--- src/rtl/mem_arbiter.sv ---
`default_nettype none
// +--------------------------------------------------------------------------+
// | Module   : mem_arbiter                                                   |
// | Purpose  : Time-sliced arbiter giving a CPU and a PPU access to one      |
// |            shared memory. A T-cycle is four slots of SLOT_LEN clocks     |
// |            (CPU, PPU, MEM, SETTLE); only the CPU and PPU slots issue     |
// |            accesses. CPU accesses to VRAM/OAM are locked out depending   |
// |            on the PPU mode: blocked reads return 0xFF, blocked writes    |
// |            are dropped.                                                  |
// | Ports    : clk_in, rst_n_in            clock, async active-low reset     |
// |            cpu_req/we/addr/wdata_in    CPU request                       |
// |            cpu_rdata/rdata_valid/blocked_out  CPU response               |
// |            ppu_req/addr_in             PPU read request                  |
// |            ppu_rdata/rdata_valid_out   PPU response                      |
// |            ppu_mode_in                 PPU mode (0 HB,1 VB,2 OAM,3 draw) |
// |            mem_req/we/addr/wdata_out, mem_rdata_in  shared memory port   |
// |            phase_out, tclk_out         current slot, T-cycle tick        |
// | Revision : 1.0 - initial release                                         |
// +--------------------------------------------------------------------------+
module mem_arbiter #(
  parameter int SLOT_LEN     = 8,
  parameter int READ_LATENCY = 2
) (
  input  wire logic        clk_in,
  input  wire logic        rst_n_in,
  input  wire logic        cpu_req_in,
  input  wire logic        cpu_we_in,
  input  wire logic [15:0] cpu_addr_in,
  input  wire logic [7:0]  cpu_wdata_in,
  output logic [7:0]       cpu_rdata_out,
  output logic             cpu_rdata_valid_out,
  output logic             cpu_blocked_out,
  input  wire logic        ppu_req_in,
  input  wire logic [15:0] ppu_addr_in,
  output logic [7:0]       ppu_rdata_out,
  output logic             ppu_rdata_valid_out,
  input  wire logic [1:0]  ppu_mode_in,
  output logic             mem_req_out,
  output logic             mem_we_out,
  output logic [15:0]      mem_addr_out,
  output logic [7:0]       mem_wdata_out,
  input  wire logic [7:0]  mem_rdata_in,
  output logic [1:0]       phase_out,
  output logic             tclk_out
);

  localparam int SW = (SLOT_LEN > 2) ? $clog2(SLOT_LEN) : 1;
  localparam logic [SW-1:0] c_sub_last = SW'(SLOT_LEN - 1);
  // Read data is stable at the end of sub = 1 + READ_LATENCY.
  localparam logic [SW-1:0] c_sub_cap  = SW'(READ_LATENCY + 1);

  generate
    if (READ_LATENCY + 2 > SLOT_LEN - 1) begin : g_bad_latency
      $error("mem_arbiter: READ_LATENCY+2 must not exceed SLOT_LEN-1");
    end
  endgenerate

  typedef enum logic [1:0] {
    PH_CPU    = 2'd0,
    PH_PPU    = 2'd1,
    PH_MEM    = 2'd2,
    PH_SETTLE = 2'd3
  } phase_t;

  phase_t        r_phase;
  logic [SW-1:0] r_sub;

  // Outstanding read bookkeeping between issue (sub=0 edge) and capture.
  logic r_rd_cpu;
  logic r_rd_ppu;
  logic r_rd_blk;

  logic [7:0]  r_cpu_rdata;
  logic        r_cpu_valid;
  logic        r_cpu_blocked;
  logic [7:0]  r_ppu_rdata;
  logic        r_ppu_valid;
  logic        r_mem_req;
  logic        r_mem_we;
  logic [15:0] r_mem_addr;
  logic [7:0]  r_mem_wdata;

  logic w_vram_lock;
  logic w_oam_lock;
  logic w_cpu_lock;
  logic w_slot_start;

  // Inclusive lock windows: VRAM during draw, OAM during scan and draw.
  assign w_vram_lock  = (cpu_addr_in >= 16'h8000) && (cpu_addr_in <= 16'h9FFF) &&
                        (ppu_mode_in == 2'd3);
  assign w_oam_lock   = (cpu_addr_in >= 16'hFE00) && (cpu_addr_in <= 16'hFE9F) &&
                        (ppu_mode_in[1] == 1'b1);
  assign w_cpu_lock   = w_vram_lock || w_oam_lock;
  assign w_slot_start = (r_sub == '0);

  always_ff @(posedge clk_in or negedge rst_n_in) begin
    if (!rst_n_in) begin
      r_phase       <= PH_CPU;
      r_sub         <= '0;
      r_rd_cpu      <= 1'b0;
      r_rd_ppu      <= 1'b0;
      r_rd_blk      <= 1'b0;
      r_cpu_rdata   <= 8'h00;
      r_cpu_valid   <= 1'b0;
      r_cpu_blocked <= 1'b0;
      r_ppu_rdata   <= 8'h00;
      r_ppu_valid   <= 1'b0;
      r_mem_req     <= 1'b0;
      r_mem_we      <= 1'b0;
      r_mem_addr    <= 16'h0000;
      r_mem_wdata   <= 8'h00;
    end else begin
      // Slot timebase
      if (r_sub == c_sub_last) begin
        r_sub <= '0;
        case (r_phase)
          PH_CPU:  r_phase <= PH_PPU;
          PH_PPU:  r_phase <= PH_MEM;
          PH_MEM:  r_phase <= PH_SETTLE;
          default: r_phase <= PH_CPU;
        endcase
      end else begin
        r_sub <= r_sub + 1'b1;
      end

      // Single-cycle strobes default low.
      r_mem_req     <= 1'b0;
      r_mem_we      <= 1'b0;
      r_cpu_blocked <= 1'b0;
      r_cpu_valid   <= 1'b0;
      r_ppu_valid   <= 1'b0;

      // Request sampling at the edge ending sub=0 of the owner's slot.
      if (w_slot_start) begin
        r_rd_cpu <= 1'b0;
        r_rd_ppu <= 1'b0;
        r_rd_blk <= 1'b0;
        if (r_phase == PH_CPU && cpu_req_in) begin
          r_rd_cpu <= !cpu_we_in;
          if (w_cpu_lock) begin
            r_cpu_blocked <= 1'b1;
            r_rd_blk      <= 1'b1;
          end else begin
            r_mem_req  <= 1'b1;
            r_mem_we   <= cpu_we_in;
            r_mem_addr <= cpu_addr_in;
            if (cpu_we_in) begin
              r_mem_wdata <= cpu_wdata_in;
            end
          end
        end else if (r_phase == PH_PPU && ppu_req_in) begin
          r_rd_ppu   <= 1'b1;
          r_mem_req  <= 1'b1;
          r_mem_addr <= ppu_addr_in;
        end
      end

      // Capture read data; valid is high during the following cycle.
      if (r_sub == c_sub_cap) begin
        if (r_rd_cpu) begin
          r_cpu_rdata <= r_rd_blk ? 8'hFF : mem_rdata_in;
          r_cpu_valid <= 1'b1;
        end
        if (r_rd_ppu) begin
          r_ppu_rdata <= mem_rdata_in;
          r_ppu_valid <= 1'b1;
        end
        r_rd_cpu <= 1'b0;
        r_rd_ppu <= 1'b0;
        r_rd_blk <= 1'b0;
      end
    end
  end

  assign cpu_rdata_out       = r_cpu_rdata;
  assign cpu_rdata_valid_out = r_cpu_valid;
  assign cpu_blocked_out     = r_cpu_blocked;
  assign ppu_rdata_out       = r_ppu_rdata;
  assign ppu_rdata_valid_out = r_ppu_valid;
  assign mem_req_out         = r_mem_req;
  assign mem_we_out          = r_mem_we;
  assign mem_addr_out        = r_mem_addr;
  assign mem_wdata_out       = r_mem_wdata;
  assign phase_out           = r_phase;
  // Gated by reset so the tick is low while held in reset and high in the
  // very first cycle after release, before any clock edge has occurred.
  assign tclk_out            = rst_n_in && (r_phase == PH_CPU) && w_slot_start;

endmodule
`default_nettype wire

--- config.mk ---
export PLATFORM = sky130hd
export DESIGN_NAME = mem_arbiter
export DESIGN_NICKNAME = d
export VERILOG_FILES = /design/src/rtl/mem_arbiter.sv
export SDC_FILE = /design/constraint.sdc
export NUM_CORES = 1
export LEC_CHECK = 0
export CAP_MARGIN = 20
export CORE_MARGIN = 2
export CORE_UTILIZATION = 45
export CTS_CLUSTER_SIZE = 28
export DETAILED_ROUTE_END_ITERATION = 10
export PLACE_DENSITY_LB_ADDON = 0.25
export SLEW_MARGIN = 20
export SYNTH_ARGS = -nofsm -noshare
export SYNTH_HDL_FRONTEND = slang
export SYNTH_SLANG_ARGS = --single-unit
--- constraint.sdc ---
create_clock -name clk_in -period 4.67 [get_ports clk_in]
set_input_delay 0.467 -clock clk_in [delete_from_list [all_inputs] [get_ports clk_in]]
set_output_delay 0.467 -clock clk_in [all_outputs]
set_load 0.005 [all_outputs]
==> impl_metrics.yaml, run 1 <==
worst_setup_path:
  rr_endpoint: "mem_addr_out[6]"
  critPathLaunch: "rst_n_in"
  crit_path_max_fanout: 54
  reg2reg_slack_ns: 2.50
  critPathArrivalTime_ns: 1.81
  reg2regPathDepth: 6
  crit_path_end: "tclk_out"
  critPathCaptureType: "primary output"
  rr_startpoint: "phase_out[0]"
  criticalPathCategory: "input pin to primary output"
  required_ns: 4.20
  critPathLaunchType: "input pin"
global_route:
  antenna_found_initial: 0
  grt_pass1_vias: 1886
  grtUsageTotal_pct: 18.7
  overflow: 0
  grt_first_pass_wirelength_um: 8860
  grt_max_degree: 55
logic_synthesis:
  synth_top_area_share_pct: 57.0
  yosys_warnings: 0
  yosys.area_share.xor_xnor_pct: 0
  ys_ff_latch: 53
  syn_avg_cell_area_um2: 12.3
  ys_top_cells_by_area: "dfrtp_1, mux2_2, o221a_2"
  netlist_instances: 189
  synth_most_common_cell: "dfrtp_1"
  synth.distinct_cells: 33
  yosysTopAreaCell: "dfrtp_1"
  async_flop_share_pct: 100
  synth_top_family_by_area: "simple AND/OR/NAND/NOR gates"
  synth_fa_ha_area_share_pct: 3.76
  synth_seq_area_share_pct: 57.0
  synthTopCellsByCount: "dfrtp_1, nor2_1, mux2_2, o221a_2, a21oi_1"
  synthFlopType: "dfrtp_1"
  synth_compound_area_share_pct: 13.0
  yosys.area_share.simple_pct: 14.6
  syn_nets: 251
  muxShareOfSynthArea_pct: 8.17
  synth-edff-count: 0
  syn-cell-area_um2: 2330
timing:
  tightest_slew_ns: 0.899
  slew_violations: 0
  period_share_pct: 48.8
  setup_slack_ns: 2.39
  hold_viol: 0
  skew_ns: 0.00823
  max_freq_mhz: 439
  setup_viol: 0
  slew_headroom_pct: 39.8
  min_period_ns: 2.28
  rsz0062_at_grt: "false"
  finalSetupTns_ns: 0
power_and_ir_drop:
  ir_drop_mv: 0.168
  powerDensity_nw_per_um2: 276
  p_leak_nw: 1.46
cells_and_area:
  fin_util_pct: 69.5
  final_cells: 363
  seq_area_um2: 1330
  num-fill-cells: 417
  antenna_cells: 0
  multiInputGateArea_um2: 920
  drive_above_1_share_pct: 15.7
  area_growth_syn_to_layout_pct: 50.5
  fin_nets: 354
route:
  drt_first_iter_violations: 75
  first_pass_iters: 4
  viasPerCell: 4.93
  dr_total_vias: 1789
  routedWlPerCell_um: 13.9
  totalWireLength_um: 5040
  detail-route-antenna-nets: 0
  drc: 0
clocking:
  clk_pin_slew_ns: 0.09
  cts_root_buf: "clkbuf_8"
  cts_tree: "built"
  clockBufferDepth: 2
  numCtsBuffers: 5
  htreeDepth: 2
  cts_hold_buf: 0
  postCtsSetupBuffers: 0
  post_cts_resized: 0
  clock_latency_ns: 0.30
  cts_sinks: 53
floorplanning:
  start_util_pct: 46.2
  rows: 26
  die_y_um: 75.9
  placeableCoreArea_um2: 5040
  pin_count: 103
  dieArea_um2: 5770
  die_w_um: 75.9
status:
  status: "finished clean"
place:
  pre_cts_slack_ns: 2.25
  dpl.cell_count: 355
  io_buffers: 102
  gp_congestion: 0.765
  dp_hpwl_um: 3760
job:
  drv_cap: 0
min_path:
  holdCritPathClass: "input pin to async pin"
[power breakdown]
part	total (mW)	switching, mW	internal, mW
registers	0.501	0.0145	0.487
clock network	0.309	0.149	0.161
logic	0.156	0.0439	0.112
[kinds of logic after synthesis]
logic type                 after synthesis
AOI/OAI and AO/OA                       38
adders and majority gates                7
buffers and inverters                   16
DFF                                     53
muxes                                   17
and+or+nand+nor                         58
[metrics by stage]
| stage | power [mW] | instance area, um2 | hold slack, ns |
|---|---|---|---|
| 4_1_cts | 0.979 | 3500 | 0.302 |
| 3_3_place_gp | 0.666 | 3390 | 0.450 |
| 2_1_floorplan | 0.548 | 2330 | 0.171 |
| 5_1_grt | 1.01 | 3500 | 0.331 |
| 3_5_place_dp | 0.669 | 3390 | 0.457 |
| 6_report | 0.967 | 3500 | 0.276 |
[routing by layer]
metal,share of wire [%],track usage [%]
met1,44,23.7
met2,49,32.5
met3,6.1,4.64
met4,0.99,4.73
met5,0,0
[critical path: stages]
cell and delay [ns]:
buf_2 0.08, buf_4 0.53, nand2_1 0.11, nor2_1 0.11, clkdlybuf4s50_1 0.50
[worst min-delay path by stage]
stage	depth (start not counted)	slack, ns	start	to
finish	2	0.28	rst_n_in	mem_addr_out[3]
global placement	1	0.45	r_sub[0]	r_sub[0]
floorplan	0	0.17	rst_n_in	cpu_blocked_out
global route	2	0.33	rst_n_in	r_rd_cpu
detailed placement	1	0.46	r_sub[0]	r_sub[0]
CTS	2	0.30	rst_n_in	r_rd_cpu
[layout by cell type (no fill, tap or decap), types with 2 or more instances in the layout]
master	Yosys	layout
clkdlybuf4s50_1	0	101
dfrtp_1	53	53
nor2_1	21	21
mux2_2	16	16
o221a_2	14	14
a21oi_1	12	12
nand2b_1	11	11
inv_1	9	9
nand2_1	9	9
ha_1	7	7
o21ai_0	5	5
clkbuf_8	0	5
or2b_1	4	4
and2_1	2	2
nand4b_1	2	2
nor3_2	2	2
a2bb2oi_1	2	2
[layout make-up]
class | count | area share (%)
flip-flops and latches | 53 | 37.9
repair buffers | 103 | 29.2
multi-input cells | 120 | 26.2
well taps | 70 | 2.50
clock buffers | 5 | 1.96
clock inverters | 3 | 1.25
inverters | 9 | 0.964
[sequential cells by signal, summed over array words and instances, names as in the netlist]
register and cells:
mem_addr_out 16, cpu_rdata_out 8, cpu_rdata_valid_out 1, r_rd_cpu 1, r_rd_ppu 1, cpu_blocked_out 1, mem_wdata_out 8, ppu_rdata_out 8
phase_out 2, r_rd_blk 1, mem_req_out 1, r_sub 3, ppu_rdata_valid_out 1, mem_we_out 1
No activity file was read; power rests on OpenSTA's default activity.
==> run 2: changes to the inputs <==
CORE_UTILIZATION = 42   (was 45)
clock period = 2.28 ns   (was 4.67 ns; I/O delays follow)
==> impl_metrics.yaml, run 2 (synthesized netlist as in run 1, its figures left out) <==
min_path:
  holdCritPathClass: "input pin to async pin"
place:
  gp_congestion: 0.745
  pre_cts_slack_ns: 0.117
  io_buffers: 102
  dp_hpwl_um: 4060
cells_and_area:
  final_common_cell: "clkdlybuf4s50_1"
  layout_common_cells: "clkdlybuf4s50_1, dfrtp_1, nor2_1"
  drive_above_1_share_pct: 15.6
  largest_reg_flops: 16
  fin_nets: 356
  area_growth_syn_to_layout_pct: 50.0
  num-fill-cells: 437
  fin_util_pct: 64.2
  antenna_cells: 0
worst_setup_path:
  critical_path.top_delay_family: "compound AO/OA/AOI/OAI gates"
  critPathLaunchType: "flop"
  crit_buf_inv: 2
  max_stage_delay_ns: 0.42
  slowest_stage: "dfrtp_1"
  crit_path_max_fanout: 13
  critPathCaptureType: "flop"
  required_ns: 2.52
  path_cells: "inv_1, ha_1, nand2_1, a21oi_1, a21boi_2, buf_4, o221a_2"
  criticalPathCategory: "flop to flop"
  critPathArrivalTime_ns: 2.24
power_and_ir_drop:
  seqPwrFrac_pct: 55.4
  p_sw_share_pct: 22.2
  p_clk_share_pct: 27.3
  p_leak_nw: 1.45
  power.internal_mw: 1.45
  pwr-share-comb_pct: 17.4
  powerDensity_nw_per_um2: 532
  ir_drop_mv: 0.280
  power.switching_mw: 0.412
route:
  first_pass_iters: 4
  viasPerCell: 4.89
  detail-route-antenna-nets: 0
  totalWireLength_um: 5390
  dr_total_vias: 1796
  drt_first_iter_violations: 49
  drc: 0
  routedWlPerCell_um: 14.7
clocking:
  clk_pin_slew_ns: 0.09
  clockBufferDepth: 2
  cts_tree: "built"
  cts_sinks: 53
  numCtsBuffers: 5
  postCtsSetupBuffers: 0
  post_cts_resized: 0
  htreeDepth: 2
  clock_latency_ns: 0.30
  cts_hold_buf: 0
  cts_root_buf: "clkbuf_8"
timing:
  finalSetupTns_ns: 0
  slew_headroom_pct: 55.3
  hold_ws_ns: 0.107
  period_share_pct: 87.6
  setup_viol: 0
  rsz0062_at_grt: "false"
  slew_violations: 0
  min_period_ns: 2.00
  hold_viol: 0
  setup_slack_ns: 0.284
  max_freq_mhz: 501
  skew_ns: 0.00470
  tightest_slew_ns: 0.670
floorplanning:
  placeableCoreArea_um2: 5440
  pin_count: 103
  die_y_um: 78.5
  start_util_pct: 42.8
  rows: 27
  die_w_um: 78.5
  dieArea_um2: 6160
status:
  status: "finished clean"
global_route:
  grt_max_degree: 54
  grt_pass1_vias: 1830
  overflow: 0
  antenna_found_initial: 0
  grtUsageTotal_pct: 18.2
  grt_first_pass_wirelength_um: 8800
job:
  drv_cap: 0
-- run 2: layout make-up --
class,count,area (um2),area share [%]
Sequential cell,53,1330,38.0
Timing Repair Buffer,105,1040,29.7
Multi-Input combinational cell,120,920,26.3
Tap cell,72,90.1,2.58
Clock buffer,7,76.3,2.19
Inverter,9,33.8,0.967
Clock inverter,1,7.51,0.215
-- run 2: metal layers --
metal	GRT usage, %	wire length [um]	up-vias
li1	-	-	881
met1	23.7	2410	855
met2	30.4	2640	52
met3	3.68	256	8
met4	6.14	73	0
met5	0	0	-
-- run 2: worst register-to-register path, stage by stage, from the launching register on --
cell,delay (ns)
dfrtp_1,0.42
inv_1,0.10
ha_1,0.25
nand2_1,0.14
a21oi_1,0.25
a21boi_2,0.33
buf_4,0.25
o221a_2,0.20
-- run 2: final timing paths --
| path | startpoint | endpoint | slack, ns | depth (start not counted) |
|---|---|---|---|---|
| setup / recovery | phase_out[0] | mem_addr_out[7] | 0.28 | 7 |
| hold / removal | rst_n_in | mem_addr_out[3] | 0.11 | 2 |
| setup reg to reg | phase_out[0] | mem_addr_out[7] | 0.28 | 7 |
| hold reg to reg | r_sub[0] | r_sub[0] | 0.48 | 1 |
| max in group asynchronous | rst_n_in | mem_addr_out[6] | 1.72 | 2 |
| min in group clk_in | r_sub[0] | r_sub[0] | 0.48 | 1 |
-- run 2: power groups by stage --
stage / Clock, mW / Sequential, mW / Combinational, mW
6_report: 0.506 / 1.03 / 0.323
5_1_grt: 0.563 / 1.04 / 0.347
4_1_cts: 0.522 / 1.03 / 0.327
3_5_place_dp: 0 / 1.05 / 0.327
3_3_place_gp: 0 / 1.05 / 0.322
2_1_floorplan: 0 / 1.05 / 0.0730
-- run 2: per-stage QoR --
step	instance area (um2)	instances	power, mW
2_1_floorplan	2330	189	1.12
5_1_grt	3490	367	1.95
3_5_place_dp	3410	359	1.37
4_1_cts	3490	367	1.88
3_3_place_gp	3410	359	1.37
6_report	3490	367	1.86
==> run 3: changes to the inputs <==
clock period = 2 ns   (was 2.28 ns; I/O delays follow)
==> impl_metrics.yaml, run 3 (synthesized netlist as in run 1, its figures left out) <==
status:
  status: "finished clean"
global_route:
  antenna_found_initial: 0
  grt_first_pass_wirelength_um: 8530
  grt_pass1_vias: 1803
  grtUsageTotal_pct: 17.7
  overflow: 0
  grt_max_degree: 54
power_and_ir_drop:
  p_clk_share_pct: 30.8
  powerDensity_nw_per_um2: 623
  power_mw: 2.22
  ir_drop_mv: 0.254
  power.internal_mw: 1.76
  p_leak_nw: 1.50
  p_sw_share_pct: 20.7
  pwr-share-comb_pct: 16.6
  seqPwrFrac_pct: 52.6
  power.switching_mw: 0.461
worst_setup_path:
  critPathLaunchType: "flop"
  required_ns: 2.19
  critPathArrivalTime_ns: 2.05
  critPathCaptureType: "flop"
  criticalPathCategory: "flop to flop"
  crit_path_max_fanout: 14
clocking:
  htreeDepth: 2
  clk_pin_slew_ns: 0.09
  numCtsBuffers: 5
  cts_tree: "built"
  cts_sinks: 53
  clock_latency_ns: 0.30
  postCtsSetupBuffers: 0
  cts_root_buf: "clkbuf_8"
  cts_hold_buf: 0
  clockBufferDepth: 2
route:
  detail-route-antenna-nets: 0
  routedWlPerCell_um: 14.2
  first_pass_iters: 4
  drc: 0
  dr_total_vias: 1793
  drt_first_iter_violations: 96
  viasPerCell: 4.87
  totalWireLength_um: 5230
floorplanning:
  die_y_um: 78.5
  rows: 27
  pin_count: 103
  start_util_pct: 42.8
  placeableCoreArea_um2: 5440
  die_w_um: 78.5
  dieArea_um2: 6160
timing:
  period_share_pct: 92.9
  slew_violations: 0
  setup_viol: 0
  hold_viol: 0
  skew_ns: 0.00559
  slew_headroom_pct: 57.1
  setup_slack_ns: 0.143
  rsz0062_at_grt: "false"
  min_period_ns: 1.86
  tightest_slew_ns: 0.643
  max_freq_mhz: 538
cells_and_area:
  largest_reg_flops: 16
  drive_above_1_share_pct: 17.6
  area_growth_syn_to_layout_pct: 53.3
  final_area_um2: 3570
  antenna_cells: 0
  fin_util_pct: 65.6
  layout_common_cells: "clkdlybuf4s50_1, dfrtp_1, nor2_1"
  fin_nets: 358
  final_common_cell: "clkdlybuf4s50_1"
job:
  drv_cap: 0
place:
  dp_hpwl_um: 4030
  place_area_um2: 3440
  pre_cts_slack_ns: -0.155
  io_buffers: 102
  gp_congestion: 0.746
min_path:
  holdCritPathClass: "input pin to async pin"
==> run 3: what timing repair did <==
| action | 4_1_cts | 5_1_grt |
|---|---|---|
| cloned | 0 | 0 |
| endpoints found under the setup margin | 16 | 17 |
| resized for setup | 1 | 5 |
==> run 3: power by group through the flow <==
stage	combinational (mW)	sequential, mW	clock [mW]
6_report	0.368	1.17	0.686
5_1_grt	0.397	1.18	0.753
4_1_cts	0.375	1.17	0.706
3_5_place_dp	0.373	1.19	0
3_3_place_gp	0.368	1.19	0
2_1_floorplan	0.0832	1.20	0
==> run 3: cell type report <==
class                           instances  area [um2]
Tap cell                               72        90.1
Fill cell                             410        1870
Inverter                                9        33.8
Clock buffer                            5        68.8
Clock inverter                          2        35.0
Timing Repair Buffer                  107        1070
Multi-Input combinational cell        120         947
Sequential cell                        53        1330
==> run 3: path summary, 6_finish.rpt <==
kind                              startpoint          endpoint  slack [ns]  depth (start not counted)
worst max-delay path            phase_out[0]   mem_addr_out[8]        0.14                          5
worst min-delay path                rst_n_in   mem_addr_out[5]        0.07                          2
worst max register to register  phase_out[0]   mem_addr_out[8]        0.14                          5
worst min register to register      r_sub[0]          r_sub[0]        0.47                          1
max in group asynchronous           rst_n_in  mem_wdata_out[4]        1.50                          2
min in group clk_in                 r_sub[0]          r_sub[0]        0.47                          1
==> run 3: routing by layer <==
layer | global-route usage [%] | wire, um | up-vias | part of all wire [%]
met5 | 0 | 0 | - | 0
met4 | 4.21 | 65 | 0 | 1.2
met3 | 4.25 | 285 | 7 | 5.5
met2 | 30.5 | 2600 | 54 | 50
met1 | 22.5 | 2280 | 849 | 44
li1 | - | - | 883 | -
==> run 3: stage by stage <==
step | instances | hold WS (ns) | setup TNS, ns
3_3_place_gp | 361 | 0.440 | -1.19
2_1_floorplan | 189 | -0.0956 | 0
6_report | 368 | 0.0659 | 0
5_1_grt | 368 | 0.134 | 0
3_5_place_dp | 361 | 0.427 | -2.01
4_1_cts | 368 | 0.102 | 0
==> run 3: critical path: stages (launching register included) <==
cell	delay [ns]
dfrtp_1	0.42
inv_1	0.14
ha_4	0.18
nand4b_1	0.12
or3_1	0.55
o221a_2	0.34
